`src/rtl/deltaadc_pkg.sv`:
```
// Shared types and width helpers for the delta-ADC conversion sequencer.
// Defaults mirror the tt_um_DeltaADC core as taped out.
package deltaadc_pkg;

  typedef enum logic [2:0] {
    StIdle,
    StPrime,
    StDiscard,
    StAccum,
    StOutput
  } seq_state_t;

  localparam int unsigned DefW         = 16;
  localparam int unsigned DefNavgLog2  = 2;
  localparam int unsigned DefRstCycles = 2;
  localparam int unsigned DefTimeout   = 65535;

  localparam int unsigned AccW  = DefW + DefNavgLog2;
  localparam int unsigned CntW  = DefNavgLog2 + 1;
  localparam int unsigned WdogW = $clog2(DefTimeout);

  function automatic int unsigned acc_width(int unsigned w, int unsigned navg_log2);
    return w + navg_log2;
  endfunction

  function automatic int unsigned cnt_width(int unsigned navg_log2);
    return navg_log2 + 1;
  endfunction

  function automatic int unsigned wdog_width(int unsigned timeout);
    return (timeout < 2) ? 1 : $clog2(timeout);
  endfunction

endpackage

```
`src/rtl/deltaadc_if.sv`:
```
// Result handshake between the sequencer (master) and its consumer (slave).
interface deltaadc_if #(
  parameter int unsigned W = 16
);
  logic [W-1:0] res_data;
  logic         res_valid;
  logic         res_ready;

  modport master (output res_data, output res_valid, input res_ready);
  modport slave  (input res_data, input res_valid, output res_ready);
endinterface

```
`src/rtl/deltaadc_watchdog.sv`:
```
// Strobe watchdog: counts enabled cycles and flags expiry at TIMEOUT_CYCLES-1.
module deltaadc_watchdog
  import deltaadc_pkg::*;
#(
  parameter int unsigned TIMEOUT_CYCLES = DefTimeout
) (
  input  logic clk_i,
  input  logic rst_ni,
  input  logic clr_i,
  input  logic en_i,
  output logic expire_o
);

  localparam int unsigned WdBits = wdog_width(TIMEOUT_CYCLES);
  localparam logic [WdBits-1:0] Limit = WdBits'(TIMEOUT_CYCLES - 1);

  logic [WdBits-1:0] cnt_q;

  assign expire_o = en_i & (cnt_q == Limit);

  always_ff @(posedge clk_i or negedge rst_ni) begin
    if (!rst_ni) begin
      cnt_q <= '0;
    end else if (clr_i) begin
      cnt_q <= '0;
    end else if (en_i && !expire_o) begin
      cnt_q <= cnt_q + 1'b1;
    end
  end

endmodule

```
`src/rtl/deltaadc_seq.sv`:
```
// Conversion sequencer for the delta-modulation ADC core: primes the core, drops the
// first partial conversion, averages 2^NAVG_LOG2 samples and hands the mean out.
module deltaadc_seq
  import deltaadc_pkg::*;
#(
  parameter int unsigned W              = DefW,
  parameter int unsigned NAVG_LOG2      = DefNavgLog2,
  parameter int unsigned RST_CYCLES     = DefRstCycles,
  parameter int unsigned TIMEOUT_CYCLES = DefTimeout
) (
  input  logic         clk,
  input  logic         rst_n,
  input  logic         start,
  input  logic         abort,
  input  logic [W-1:0] cfg_period,
  output logic         busy,
  output logic         timeout_err,
  output logic         adc_reset,
  output logic [W-1:0] adc_period,
  input  logic [W-1:0] adc_on_count,
  input  logic         adc_valid_strb,
  deltaadc_if.master   res
);

  localparam int unsigned AccBits   = acc_width(W, NAVG_LOG2);
  localparam int unsigned CntBits   = cnt_width(NAVG_LOG2);
  localparam int unsigned PrimeBits = (RST_CYCLES < 2) ? 1 : $clog2(RST_CYCLES);
  localparam logic [CntBits-1:0]   LastCnt   = CntBits'((1 << NAVG_LOG2) - 1);
  localparam logic [PrimeBits-1:0] LastPrime = PrimeBits'(RST_CYCLES - 1);

  seq_state_t           state_q;
  logic                 busy_q, terr_q, adc_reset_q, res_valid_q, strb_q;
  logic [W-1:0]         adc_period_q, res_data_q;
  logic [AccBits-1:0]   acc_q, acc_sum;
  logic [CntBits-1:0]   cnt_q;
  logic [PrimeBits-1:0] prime_q;
  logic                 strb_edge, wd_en, wd_expire;

  // One sample per strobe pulse regardless of how long the core holds it high.
  assign strb_edge = adc_valid_strb & ~strb_q;
  assign acc_sum   = acc_q + AccBits'(adc_on_count);
  assign wd_en     = (state_q == StDiscard) || (state_q == StAccum);

  deltaadc_watchdog #(
    .TIMEOUT_CYCLES(TIMEOUT_CYCLES)
  ) u_watchdog (
    .clk_i   (clk),
    .rst_ni  (rst_n),
    .clr_i   (~wd_en | strb_edge),
    .en_i    (wd_en),
    .expire_o(wd_expire)
  );

  always_ff @(posedge clk or negedge rst_n) begin
    if (!rst_n) begin
      state_q      <= StIdle;
      busy_q       <= 1'b0;
      terr_q       <= 1'b0;
      adc_reset_q  <= 1'b1;
      adc_period_q <= '0;
      res_data_q   <= '0;
      res_valid_q  <= 1'b0;
      acc_q        <= '0;
      cnt_q        <= '0;
      prime_q      <= '0;
      strb_q       <= 1'b0;
    end else begin
      strb_q <= adc_valid_strb;
      if (abort) begin
        state_q     <= StIdle;
        busy_q      <= 1'b0;
        adc_reset_q <= 1'b1;
        res_valid_q <= 1'b0;
      end else begin
        unique case (state_q)
          StIdle: begin
            if (start && (cfg_period != '0)) begin
              state_q      <= StPrime;
              busy_q       <= 1'b1;
              adc_reset_q  <= 1'b1;
              adc_period_q <= cfg_period;
              terr_q       <= 1'b0;
              acc_q        <= '0;
              cnt_q        <= '0;
              prime_q      <= '0;
            end
          end
          StPrime: begin
            if (prime_q == LastPrime) begin
              state_q     <= StDiscard;
              adc_reset_q <= 1'b0;
            end else begin
              prime_q <= prime_q + 1'b1;
            end
          end
          StDiscard: begin
            if (strb_edge) begin
              state_q <= StAccum;
            end else if (wd_expire) begin
              state_q     <= StIdle;
              busy_q      <= 1'b0;
              adc_reset_q <= 1'b1;
              terr_q      <= 1'b1;
            end
          end
          StAccum: begin
            if (strb_edge) begin
              acc_q <= acc_sum;
              cnt_q <= cnt_q + 1'b1;
              if (cnt_q == LastCnt) begin
                state_q     <= StOutput;
                adc_reset_q <= 1'b1;
                res_valid_q <= 1'b1;
                res_data_q  <= acc_sum[AccBits-1:NAVG_LOG2];
              end
            end else if (wd_expire) begin
              state_q     <= StIdle;
              busy_q      <= 1'b0;
              adc_reset_q <= 1'b1;
              terr_q      <= 1'b1;
            end
          end
          StOutput: begin
            if (res.res_ready) begin
              state_q     <= StIdle;
              busy_q      <= 1'b0;
              res_valid_q <= 1'b0;
            end
          end
          default: state_q <= StIdle;
        endcase
      end
    end
  end

  assign busy          = busy_q;
  assign timeout_err   = terr_q;
  assign adc_reset     = adc_reset_q;
  assign adc_period    = adc_period_q;
  assign res.res_data  = res_data_q;
  assign res.res_valid = res_valid_q;

endmodule

```
`src/flat_wrapper.sv`:
```
// flat-port wrapper written by rule: the top's interface ports become plain ports
module deltaadc_seq_flat import deltaadc_pkg::*;
#(
  parameter int unsigned W              = DefW,
  parameter int unsigned NAVG_LOG2      = DefNavgLog2,
  parameter int unsigned RST_CYCLES     = DefRstCycles,
  parameter int unsigned TIMEOUT_CYCLES = DefTimeout
)
  (clk, rst_n, start, abort, cfg_period, busy, timeout_err, adc_reset, adc_period, adc_on_count, adc_valid_strb, res_res_data, res_res_valid, res_res_ready);
  deltaadc_if #(.W(W)) res_i ();
  input  logic clk;
  input  logic rst_n;
  input  logic start;
  input  logic abort;
  input  logic [W-1:0] cfg_period;
  output logic busy;
  output logic timeout_err;
  output logic adc_reset;
  output logic [W-1:0] adc_period;
  input  logic [W-1:0] adc_on_count;
  input  logic adc_valid_strb;
  output wire logic [$bits(res_i.res_data)-1:0] res_res_data;
  output wire logic [$bits(res_i.res_valid)-1:0] res_res_valid;
  input wire logic [$bits(res_i.res_ready)-1:0] res_res_ready;
  assign res_res_data = res_i.res_data;
  assign res_res_valid = res_i.res_valid;
  assign res_i.res_ready = res_res_ready;
  deltaadc_seq #(.W(W), .NAVG_LOG2(NAVG_LOG2), .RST_CYCLES(RST_CYCLES), .TIMEOUT_CYCLES(TIMEOUT_CYCLES)) u_core (.clk(clk), .rst_n(rst_n), .start(start), .abort(abort), .cfg_period(cfg_period), .busy(busy), .timeout_err(timeout_err), .adc_reset(adc_reset), .adc_period(adc_period), .adc_on_count(adc_on_count), .adc_valid_strb(adc_valid_strb), .res(res_i));
endmodule
```
`config.mk`:
```
export PLATFORM = sky130hd
export DESIGN_NAME = deltaadc_seq_flat
export DESIGN_NICKNAME = d
export VERILOG_FILES = /design/src/rtl/deltaadc_pkg.sv /design/src/rtl/deltaadc_if.sv /design/src/rtl/deltaadc_watchdog.sv /design/src/rtl/deltaadc_seq.sv /design/src/flat_wrapper.sv
export SDC_FILE = /design/constraint.sdc
export NUM_CORES = 1
export LEC_CHECK = 0
export BUFFER_PORTS_ARGS = -buffer_cell sky130_fd_sc_hd__clkbuf_2
export CAP_MARGIN = 20
export CORE_MARGIN = 2
export CORE_UTILIZATION = 45
export CTS_CLUSTER_DIAMETER = 40
export DETAILED_ROUTE_END_ITERATION = 10
export PLACE_DENSITY = 0.67
export SLEW_MARGIN = 20
export SYNTH_ARGS = -nofsm -noshare
export SYNTH_HDL_FRONTEND = slang
export SYNTH_SLANG_ARGS = --single-unit
```
`constraint.sdc`:
```
create_clock -name clk -period 3.04 [get_ports clk]
set_input_delay 0.304 -clock clk [delete_from_list [all_inputs] [get_ports clk]]
set_output_delay 0.304 -clock clk [all_outputs]
set_load 0.1 [all_outputs]
```
==> metrics.txt <==
Clock Latency Late Sink=0.36 ns; CTS tree=done; CTS sink count=78; clock power share=21.1%; placed insts=583; drt wl/cell=14.6 um; Tcrit/Tclk final=81.6%; CP arrival=2.72 ns; top cells by area, synth=dfrtp_1 48%, ha_1 6.2%, mux2_2 5.6%; min-delay worst type=in2reg; Syn Area/Cell=9.84 um^2; port bufs=73; Least-Margin Pin Slew=0.971 ns; Post-synth ARST share=100%; H-tree depth=3; DR DRC count=0; RSZ-0062 raised after global routing=false; register area share after synthesis=48.2%; Netlist cell types=45; # rows=34; number of enable flip-flop cells after synthesis=0; Syn. warnings=0; I/O pin cnt=74; P_leak=2.24 nW; Post-Route WL=8.72 mm; Vias=3318; die height=98.9 um; Syn Std Cell Area=4060 um^2; switching power=1.83 mW; VDD IR max=791 uV; Seq pwr share=34.9%; Worst-path clk slew=0.09 ns; die area=9790 um^2; pwr/cell area=815 nW/um^2; Clock Skews=0.0130 ns; Max Transition Viols Final=0; Comb pwr share=43.9%; Longest Clk Path Bufs=2; Die X=98.9 um; DR pass1 iterations=5; area leader, netlist=dfrtp_1; CP startpoint=u_core.acc_q[4]$_DFFE_PN0P_; critical path required time=3.28 ns; flops & latches, synth=78; initial core utilization=46.5%; CORE AREA=8720 um^2; Sw Ratio=47.2%; crit path max fanout=5; max_slew headroom=35.3%; most frequent cells after synthesis=77 x dfrtp_1, 55 x nand2_1, 32 x o21ai_0, 25 x nor2_1, 22 x a21oi_1; most frequent cell after synthesis=dfrtp_1; final hold viol count=0; # diodes=0; RR Startpoint=u_core.acc_q[4]$_DFFE_PN0P_; P_int=2.04 mW; Area growth, synth to finish=17.0%; setup_tns=0 ns; Root Driver=clkbuf_8; Final Setup Violations=0; antenna violations before repair=0; max frequency=403 MHz; layout cells sized above 1=24.2%; Crit Path Class=reg2reg; max cap viols=0; Post-CTS Hold Buffers=0; post-route antenna net violation count=0; largest net degree at the start of global routing=79; post-detail-place hpwl=6.12 mm; Mapped Cells=412; vias in the first global route=3233; gp weighted congestion=0.832; CTS Buf Count=9; first-pass GRT wire length=15.0 mm; post-cts resize count=0; Final Non-Filler Cells=599; Post-CTS Setup Bufs=0; HP Start=adc_valid_strb; GRT Total Usage=18.9%; Syn Nets=471; Worst Setup Start Kind=flip-flop; Post-synth top flop=dfrtp_1; grt ovf=0; Nets=545; CP Capture Type=flip-flop; crit path time final=2.48 ns; outcome=completed; drt via density=5.54; initial DRC count=166; share of the synthesized area in the top cell type=47.5%
==> final timing paths <==
path | to | slack (ns) | cells after the start
worst max-delay path | u_core.acc_q[17]$_DFFE_PN0P_ | 0.56 | 7
worst min-delay path | u_core.strb_q$_DFF_PN0_ | 0.09 | 1
min in group asynchronous | u_core.res.res_data[4]$_DFFE_PN0P_ | 0.10 | 1
max in group asynchronous | u_core.acc_q[1]$_DFFE_PN0P_ | 2.31 | 1
worst min register to register | u_core.res.res_data[11]$_DFFE_PN0P_ | 0.48 | 2
worst max register to register | u_core.acc_q[17]$_DFFE_PN0P_ | 0.56 | 7
==> cells in the final DEF (no fill, tap or decap), types with 3 or more instances in the layout <==
cell type / synthesis / final
clkbuf_8: 0 / 11
o21ai_0: 32 / 32
dfrtp_1: 77 / 77
ha_1: 20 / 20
a21o_1: 8 / 8
o22ai_1: 11 / 11
nand2b_1: 6 / 6
buf_4: 0 / 6
a211oi_1: 4 / 4
o21a_1: 6 / 6
a21oi_1: 22 / 22
or3_1: 4 / 4
nand2_1: 55 / 55
a22o_1: 3 / 3
nand4_1: 10 / 10
clkbuf_2: 0 / 72
nor3_1: 8 / 8
nand3_1: 10 / 10
a31oi_1: 6 / 6
inv_1: 13 / 13
nor2_1: 25 / 25
xor2_1: 16 / 16
xnor2_1: 7 / 7
o211ai_1: 3 / 3
mux2_2: 20 / 20
nor4_1: 7 / 7
==> logic make-up after synthesis <==
family,count (synthesis),synth area share (%)
adders and majority gates,21,6.66
DFF,78,48.2
buffers and inverters,28,2.68
xor gates and xnor gates,23,4.97
AOI/OAI and AO/OA,106,16.2
and+or+nand+nor,136,15.8
muxes,20,5.55
==> per-stage QoR <==
stage                     cell area, um^2  setup slack (ns)  hold slack [ns]  util [%]  power, mW
final                                4740             0.559           0.0942      54.4       3.87
after CTS                            4740             0.517           0.0847      54.4       3.90
after global placement               4540             0.590            0.455      52.0       3.04
after detailed placement             4540             0.563            0.458      52.0       3.07
after global routing                 4740             0.329           0.0897      54.4       4.06
after floorplan                      4060             0.796          0.00841         -       2.75
==> area by class of cell <==
cell class,instances,area [um^2]
Clock buffer,11,151
Clock inverter,5,56.3
Fill cell,792,3980
Inverter,13,48.8
Multi-Input combinational cell,306,1990
Sequential cell,78,1950
Tap cell,108,135
Timing Repair Buffer,78,405
==> sequential cells by signal, summed over array words and instances, names as in the netlist <==
signal,count
u_core.u_watchdog.cnt_q,16
u_core.busy,1
u_core.prime_q,1
u_core.strb_q,1
u_core.res.res_valid,1
u_core.adc_reset,1
u_core.acc_q,18
u_core.cnt_q,3
u_core.timeout_err,1
u_core.adc_period,16
u_core.res.res_data,16
u_core.state_q,3
==> power groups by stage <==
stage                     registers [mW]  clock network [mW]  logic (mW)
after floorplan                     2.18                   0       0.562
after global placement              1.36                   0        1.68
after detailed placement            1.37                   0        1.70
after CTS                           1.35               0.843        1.71
after global routing                1.38               0.882        1.80
final                               1.35               0.818        1.70
==> worst max-delay path, cell delays in order, from the launching register on <==
cell and delay [ns]:
dfrtp_1 0.39, ha_1 0.34, o211ai_1 0.11, o21a_1 0.24
o31ai_1 0.57, nand3_1 0.19, a31o_2 0.27, mux2_2 0.25
==> layer usage <==
layer | vias to the layer above | routed length, um | global-route usage (%)
met2 | 97 | 3960 | 29.6
met5 | - | 0 | 0
met4 | 0 | 94 | 6.01
li1 | 1629 | - | -
met3 | 4 | 531 | 5.11
met1 | 1588 | 4140 | 25.5
(Power assumes the default switching activity.)
